--- config.mk ---
export PLATFORM = sky130hd
export DESIGN_NAME = mem_access_ctrl
export DESIGN_NICKNAME = d
export VERILOG_FILES = /design/src/rtl/mem_ctrl_pkg.sv /design/src/rtl/mem_arb_pick.sv /design/src/rtl/mem_access_ctrl.sv
export SDC_FILE = /design/constraint.sdc
export NUM_CORES = 1
export LEC_CHECK = 0
export ABC_CLOCK_PERIOD_IN_PS = 2820
export BUFFER_PORTS_ARGS = -buffer_cell sky130_fd_sc_hd__buf_2
export CORE_MARGIN = 3
export CORE_UTILIZATION = 45
export CTS_BUF_LIST = sky130_fd_sc_hd__clkbuf_4 sky130_fd_sc_hd__clkbuf_8
export CTS_CLUSTER_DIAMETER = 120
export DETAILED_ROUTE_END_ITERATION = 8
export HOLD_SLACK_MARGIN = 0.05
export PLACE_DENSITY = 0.79
export SETUP_SLACK_MARGIN = 0.05
export SKIP_LAST_GASP = 1
export SLEW_MARGIN = 20
export SYNTH_ARGS = -nofsm -noshare
export SYNTH_HDL_FRONTEND = slang
export SYNTH_SLANG_ARGS = --single-unit
--- constraint.sdc ---
create_clock -name clk -period 2.82 [get_ports clk]
set_input_delay 0 -clock clk [delete_from_list [all_inputs] [get_ports clk]]
set_output_delay 0 -clock clk [all_outputs]
set_load 0.02 [all_outputs]
--- src/rtl/mem_ctrl_pkg.sv ---
// Shared types and constants for the data-memory access controller.
package mem_ctrl_pkg;

    typedef enum logic [1:0] {
        IDLE  = 2'd0,
        ISSUE = 2'd1,
        WAIT  = 2'd2,
        RESP  = 2'd3
    } state_t;

    localparam logic GNT_A = 1'b0;
    localparam logic GNT_B = 1'b1;

    localparam int DEF_TIMEOUT = 15;

endpackage

--- src/rtl/mem_arb_pick.sv ---
// Winner selection between port A and port B. Build option MEM_ARB_RR_EN
// selects round-robin on contention; otherwise port A has fixed priority.
module mem_arb_pick
    import mem_ctrl_pkg::*;
(
    input  logic i_aReq,
    input  logic i_bReq,
    input  logic i_lastGnt,
    output logic o_valid,
    output logic o_gnt
);

    assign o_valid = i_aReq | i_bReq;

`ifdef MEM_ARB_RR_EN
    // On contention the port that was not granted last time wins.
    always_comb begin
        o_gnt = GNT_A;
        if (i_aReq && i_bReq) begin
            o_gnt = (i_lastGnt == GNT_A) ? GNT_B : GNT_A;
        end else if (!i_aReq) begin
            o_gnt = GNT_B;
        end
    end
`else
    logic w_unusedLastGnt;
    assign w_unusedLastGnt = i_lastGnt;
    assign o_gnt           = i_aReq ? GNT_A : GNT_B;
`endif

endmodule

--- src/rtl/mem_access_ctrl.sv ---
// Sequencer/arbiter sharing one handshaked data memory between the MEM-stage
// port (A) and a loader/debug port (B). Build option: MEM_ARB_RR_EN.
module mem_access_ctrl
    import mem_ctrl_pkg::*;
#(
    parameter int AW      = 32,
    parameter int DW      = 32,
    parameter int TIMEOUT = DEF_TIMEOUT
) (
    input  logic          clk,
    input  logic          rst_n,
    input  logic          a_req,
    input  logic          a_we,
    input  logic [AW-1:0] a_addr,
    input  logic [DW-1:0] a_wdata,
    output logic [DW-1:0] a_rdata,
    output logic          a_done,
    output logic          stall,
    input  logic          b_req,
    input  logic          b_we,
    input  logic [AW-1:0] b_addr,
    input  logic [DW-1:0] b_wdata,
    output logic [DW-1:0] b_rdata,
    output logic          b_done,
    output logic          mem_en,
    output logic          mem_we,
    output logic [AW-1:0] mem_addr,
    output logic [DW-1:0] mem_wdata,
    input  logic [DW-1:0] mem_rdata,
    input  logic          mem_ready,
    output logic          err
);

    localparam int            CW        = $clog2(TIMEOUT + 1);
    localparam logic [CW-1:0] CNT_LIMIT = CW'(TIMEOUT);

    state_t        r_state;
    state_t        w_stateNext;
    logic          r_gnt;
    logic          r_lastGnt;
    logic          r_we;
    logic [CW-1:0] r_cnt;

    logic          w_arbValid;
    logic          w_arbGnt;
    logic          w_take;
    logic          w_finish;
    logic          w_timeout;
    logic [CW-1:0] w_cntInc;
    logic          w_selWe;
    logic [AW-1:0] w_selAddr;
    logic [DW-1:0] w_selWdata;
    logic [DW-1:0] w_capData;

    mem_arb_pick u_arb (
        .i_aReq    (a_req),
        .i_bReq    (b_req),
        .i_lastGnt (r_lastGnt),
        .o_valid   (w_arbValid),
        .o_gnt     (w_arbGnt)
    );

    assign w_selWe    = (w_arbGnt == GNT_B) ? b_we    : a_we;
    assign w_selAddr  = (w_arbGnt == GNT_B) ? b_addr  : a_addr;
    assign w_selWdata = (w_arbGnt == GNT_B) ? b_wdata : a_wdata;
    assign w_cntInc   = r_cnt + CW'(1);
    assign w_capData  = w_timeout ? '0 : mem_rdata;

    // a_done is registered, so the stall falls in the completion cycle itself.
    assign stall = a_req & ~a_done;

    always_ff @(posedge clk or negedge rst_n) begin
        if (!rst_n) begin
            r_state <= IDLE;
        end else begin
            r_state <= w_stateNext;
        end
    end

    always_comb begin
        w_stateNext = r_state;
        w_take      = 1'b0;
        w_finish    = 1'b0;
        w_timeout   = 1'b0;
        case (r_state)
            IDLE: begin
                if (w_arbValid) begin
                    w_take      = 1'b1;
                    w_stateNext = ISSUE;
                end
            end
            ISSUE: begin
                w_stateNext = WAIT;
            end
            WAIT: begin
                // A ready arriving in the last allowed cycle still wins over the abort.
                if (mem_ready) begin
                    w_finish    = 1'b1;
                    w_stateNext = RESP;
                end else if (w_cntInc == CNT_LIMIT) begin
                    w_finish    = 1'b1;
                    w_timeout   = 1'b1;
                    w_stateNext = RESP;
                end
            end
            RESP: begin
                w_stateNext = IDLE;
            end
            default: begin
                w_stateNext = IDLE;
            end
        endcase
    end

    always_ff @(posedge clk or negedge rst_n) begin
        if (!rst_n) begin
            r_gnt     <= GNT_A;
            r_lastGnt <= GNT_B;
            r_we      <= 1'b0;
            r_cnt     <= '0;
            mem_en    <= 1'b0;
            mem_we    <= 1'b0;
            mem_addr  <= '0;
            mem_wdata <= '0;
            a_rdata   <= '0;
            b_rdata   <= '0;
            a_done    <= 1'b0;
            b_done    <= 1'b0;
            err       <= 1'b0;
        end else begin
            mem_en <= 1'b0;
            mem_we <= 1'b0;
            a_done <= 1'b0;
            b_done <= 1'b0;

            if (w_take) begin
                r_gnt     <= w_arbGnt;
                r_lastGnt <= w_arbGnt;
                r_we      <= w_selWe;
                r_cnt     <= '0;
                mem_en    <= 1'b1;
                mem_we    <= w_selWe;
                mem_addr  <= w_selAddr;
                mem_wdata <= w_selWdata;
            end

            if (r_state == WAIT) begin
                r_cnt <= w_cntInc;
            end

            // Completion: done and, for loads only, the port's read data.
            if (w_finish) begin
                if (r_gnt == GNT_B) begin
                    b_done <= 1'b1;
                    if (!r_we) begin
                        b_rdata <= w_capData;
                    end
                end else begin
                    a_done <= 1'b1;
                    if (!r_we) begin
                        a_rdata <= w_capData;
                    end
                end
            end

            if (w_timeout) begin
                err <= 1'b1;
            end
        end
    end

endmodule
==> run_results.csv <==
group,metric,value,unit
route,route.vias.total,6138,
finish,layoutNonFillerInstCount,1130,
finish,post-route-util,0.7508,
finish,antenna_cells_inserted,0,
clock_network,postCtsResizedCells,0,
clock_network,cts_max_path_buffers,2,
worst_setup_path,cp_data_arrival_time,2.36,ns
yosys,yosysMostFrequentCell,"dfrtp_1",
yosys,syn_avg_cell_area,11.91,um^2
worst_setup_path,endpoint_class_of_the_critical_path,"flip-flop",
clock_network,tritoncts_num_sinks,141,
floorplanning,core_area,0.01267,mm^2
yosys,synth_adder_area_share,0.008556,
finish,number_of_inserted_filler_cells_in_the_final_layout,742,
clock_network,ctsRootBufferMaster,"clkbuf_8",
route,routed_len_inst,19.93,um
power,ir_drop,0.0004896,V
timing,finalSetupViolCount,0,
power,comb_power_share,0.458,
place,io_buffer_count,300,
worst_setup_path,cp_startpoint_kind,"flip-flop",
global_route,grt_usage,0.3132,
yosys,synthTopCellsByArea,"dfrtp_1, mux2i_1, a22o_1",
place,detailed_place_hpwl,12310,um
floorplanning,floorplan.die.height,120.0,um
route,dr.pass1.iters,5,
yosys,synth_edf_count,0,
yosys,ys.flop_type,"dfrtp_1",
clock_network,worst_setup_hold_path_clk_slew,0.08,ns
finish,postLayoutCellArea,0.009513,mm^2
timing,final_clock_skew,0.007478,ns
yosys,dominant_combinational_cell_family_by_area_after_synthesis,"compound AO/OA/AOI/OAI gates",
clock_network,post-cts-setup-buffer-count,0,
worst_setup_path,critical_path.max_stage_delay,0.45,ns
yosys,synthDistinctLibCells,34,
run,maxCapViolCount,0,
timing,relSlewSlack,0.5255,
power,power.switching_fraction,0.4411,
timing,report.final.slew_viol_count,0,
clock_network,ctsHoldBuffers,165,
worst_setup_path,cpMaxStageDelayCell,"dfrtp_1",
floorplanning,ioPinCount,301,
yosys,synth.yosys.warnings,0,
timing,setup_total_negative_slack,0,ns
power,clockPowerShare,0.161,
floorplanning,die_area,0.01440,mm^2
power,seq_power_share,0.382,
timing,rsz_0062_raised_after_global_routing,"no",
power,power_density,994.8,mW/mm^2
floorplanning,rows,41,
yosys,postSynthRegisterBits,141,
yosys,synth.yosys.seq_area_share,0.6032,
worst_setup_path,cp_max_fo,32,
finish,flow.area_growth_from_synthesis,62.63,%
yosys,ys_async_sr_fraction,1.000,
yosys,post_synth_instance_area,0.005849,mm^2
place,gp_congestion,0.8020,
global_route,grt_first_pass_wirelength,34890,um
yosys,syn_inst,491,
clock_network,ctsHtreeMaxLevel,4,
worst_setup_path,setup.worst_path.class,"reg2reg",
yosys,synth_simple_gate_area_frac,0.06524,
power,p_switching,4174,uW
route,drcViolationCount,0,
hold_path,worstHoldPathType,"in2reg",
clock_network,cts_tree,"built",
worst_setup_path,reg2regPathDepth,6,
finish,layout-drive-gt1-share,0.3601,
global_route,initial_antenna_violation_count,1,
timing,hold_viol,0,
timing,worst-slew-pin-transition,0.7118,ns
global_route,first_global_vias,6370,
floorplanning,initial_core_util,0.4616,
power,internal-power,5289,uW
timing,min_period,1.997,ns
yosys,netlist_top_cells_count,"dfrtp_1, nand2_1, o21ai_0",
worst_setup_path,crit_required,3.18,ns
yosys,yosysTopAreaCell,"dfrtp_1",
timing,achievable-frequency,500.7,MHz
floorplanning,dieWidth,120.0,um
route,drt-vias-per-instance,5.432,
hold_path,hold-path-cell-count,2,
yosys,yosysTopAreaCellShare,0.6032,
global_route,largest_net_degree_at_the_start_of_global_routing,85,
yosys,multiplexer_share_of_the_synthesized_area,0.1132,
global_route,total_global_routing_overflow,0,
clock_network,clock_insertion_delay_worst_skew,0.43,ns
clock_network,numCtsBuffers,17,
route,dr.first_iter.drc_count,564,
power,power.leakage,0.005050,uW
finish,layout.nets,1117,
yosys,mappedNetlistNets,662,
route,routed_wirelength,22520,um
outcome,status,"completed",
timing,fin_crit_sh,0.7083,
place,placedInstanceArea,0.007478,mm^2
place,post-place-ws,0.8869,ns
yosys,yosys.area_share.xor_xnor,0.002995,
yosys,synth_compound_area_frac,0.1713,
place,place.detailed.instances,933,
worst_setup_path,path_cells,"ha_1 > and4b_1 > or2_1 > o21ai_2 > buf_4 > a22o_1",
route,postRouteAntennaNets,0,
timing,setup_slack,0.8227,ns
## logic make-up after synthesis
group,after synthesis
AOI/OAI and AO/OA,143
DFF,141
and+or+nand+nor,92
muxes,66
buffers and inverters,43
adders and majority gates,4
xor gates and xnor gates,2
## placed cells by master (no fill, tap or decap), drive strengths merged, types with 2 or more instances in the layout
cell type	count
clkinv	4
clkbuf	17
dfrtp	141
mux2i	65
ha	4
o21ai	71
buf	308
nor2	8
and2	2
or2	2
dlygate4sd3	165
clkinvlp	6
nand3b	2
nand3	2
nand2	72
a21oi	2
a22o	64
inv	9
## power groups by stage
stage / Sequential (uW) / Clock [uW] / Combinational, uW
floorplan: 4580 / 0 / 1340
global placement: 3520 / 0 / 3780
detailed placement: 3560 / 0 / 3900
CTS: 3530 / 1520 / 4110
global route: 3690 / 1630 / 4640
finish: 3610 / 1520 / 4330
## worst max-delay path, delay by kind of cell (launching register included)
family	cells	cell delay, ns
compound gates	2	0.32
fa+ha+maj	1	0.28
buf+inv	1	0.34
flops	1	0.45
simple gates	2	0.52
## layer usage
metal / global-route usage / part of all wire / up-vias
met3: 0.08011 / 0.090 / 86
met2: 0.5209 / 0.49 / 449
met1: 0.3734 / 0.37 / 2938
li1: - / - / 2663
met4: 0.1675 / 0.054 / 2
met5: 0 / 0.00058 / -
## flip-flops by register name, summed over array words and instances, names as in the netlist
register	count
a_done	1
a_rdata	32
b_done	1
b_rdata	32
err	1
mem_addr	32
mem_en	1
mem_wdata	32
mem_we	1
r_cnt	4
r_gnt	1
r_state	2
r_we	1
## final timing paths
| kind | from | to | slack, ns |
|---|---|---|---|
| min reg2reg | mem_addr[11]$_DFFE_PN0P_ | mem_addr[11]$_DFFE_PN0P_ | 0.48 |
| max reg2reg | r_cnt[0]$_DFFE_PN0P_ | b_rdata[9]$_DFFE_PN0P_ | 0.82 |
| max | r_cnt[0]$_DFFE_PN0P_ | b_rdata[9]$_DFFE_PN0P_ | 0.82 |
| min in group asynchronous | rst_n | b_rdata[3]$_DFFE_PN0P_ | 0.17 |
| max in group asynchronous | rst_n | mem_wdata[13]$_DFFE_PN0P_ | 1.87 |
| min | a_req | r_gnt$_DFFE_PN0P_ | 0.11 |
## metrics by stage
| step | hold WS [ns] | total power (uW) |
|---|---|---|
| finish | 0.1052 | 9463 |
| floorplan | -0.2956 | 5920 |
| CTS | 0.05529 | 9160 |
| detailed placement | 0.05673 | 7456 |
| global route | 0.09229 | 9963 |
| global placement | 0.04373 | 7296 |
## area by class of cell
class	count	area, um^2	area share
tap	172	215.2	0.02262
sequential	141	3528	0.3709
multi-input combinational	307	2125	0.2233
clock inverter	14	121.4	0.01276
inverter	6	22.52	0.002367
clock buffer	17	234.0	0.02460
timing repair buffer	473	3267	0.3434
No activity file was read; power rests on OpenSTA's default activity.
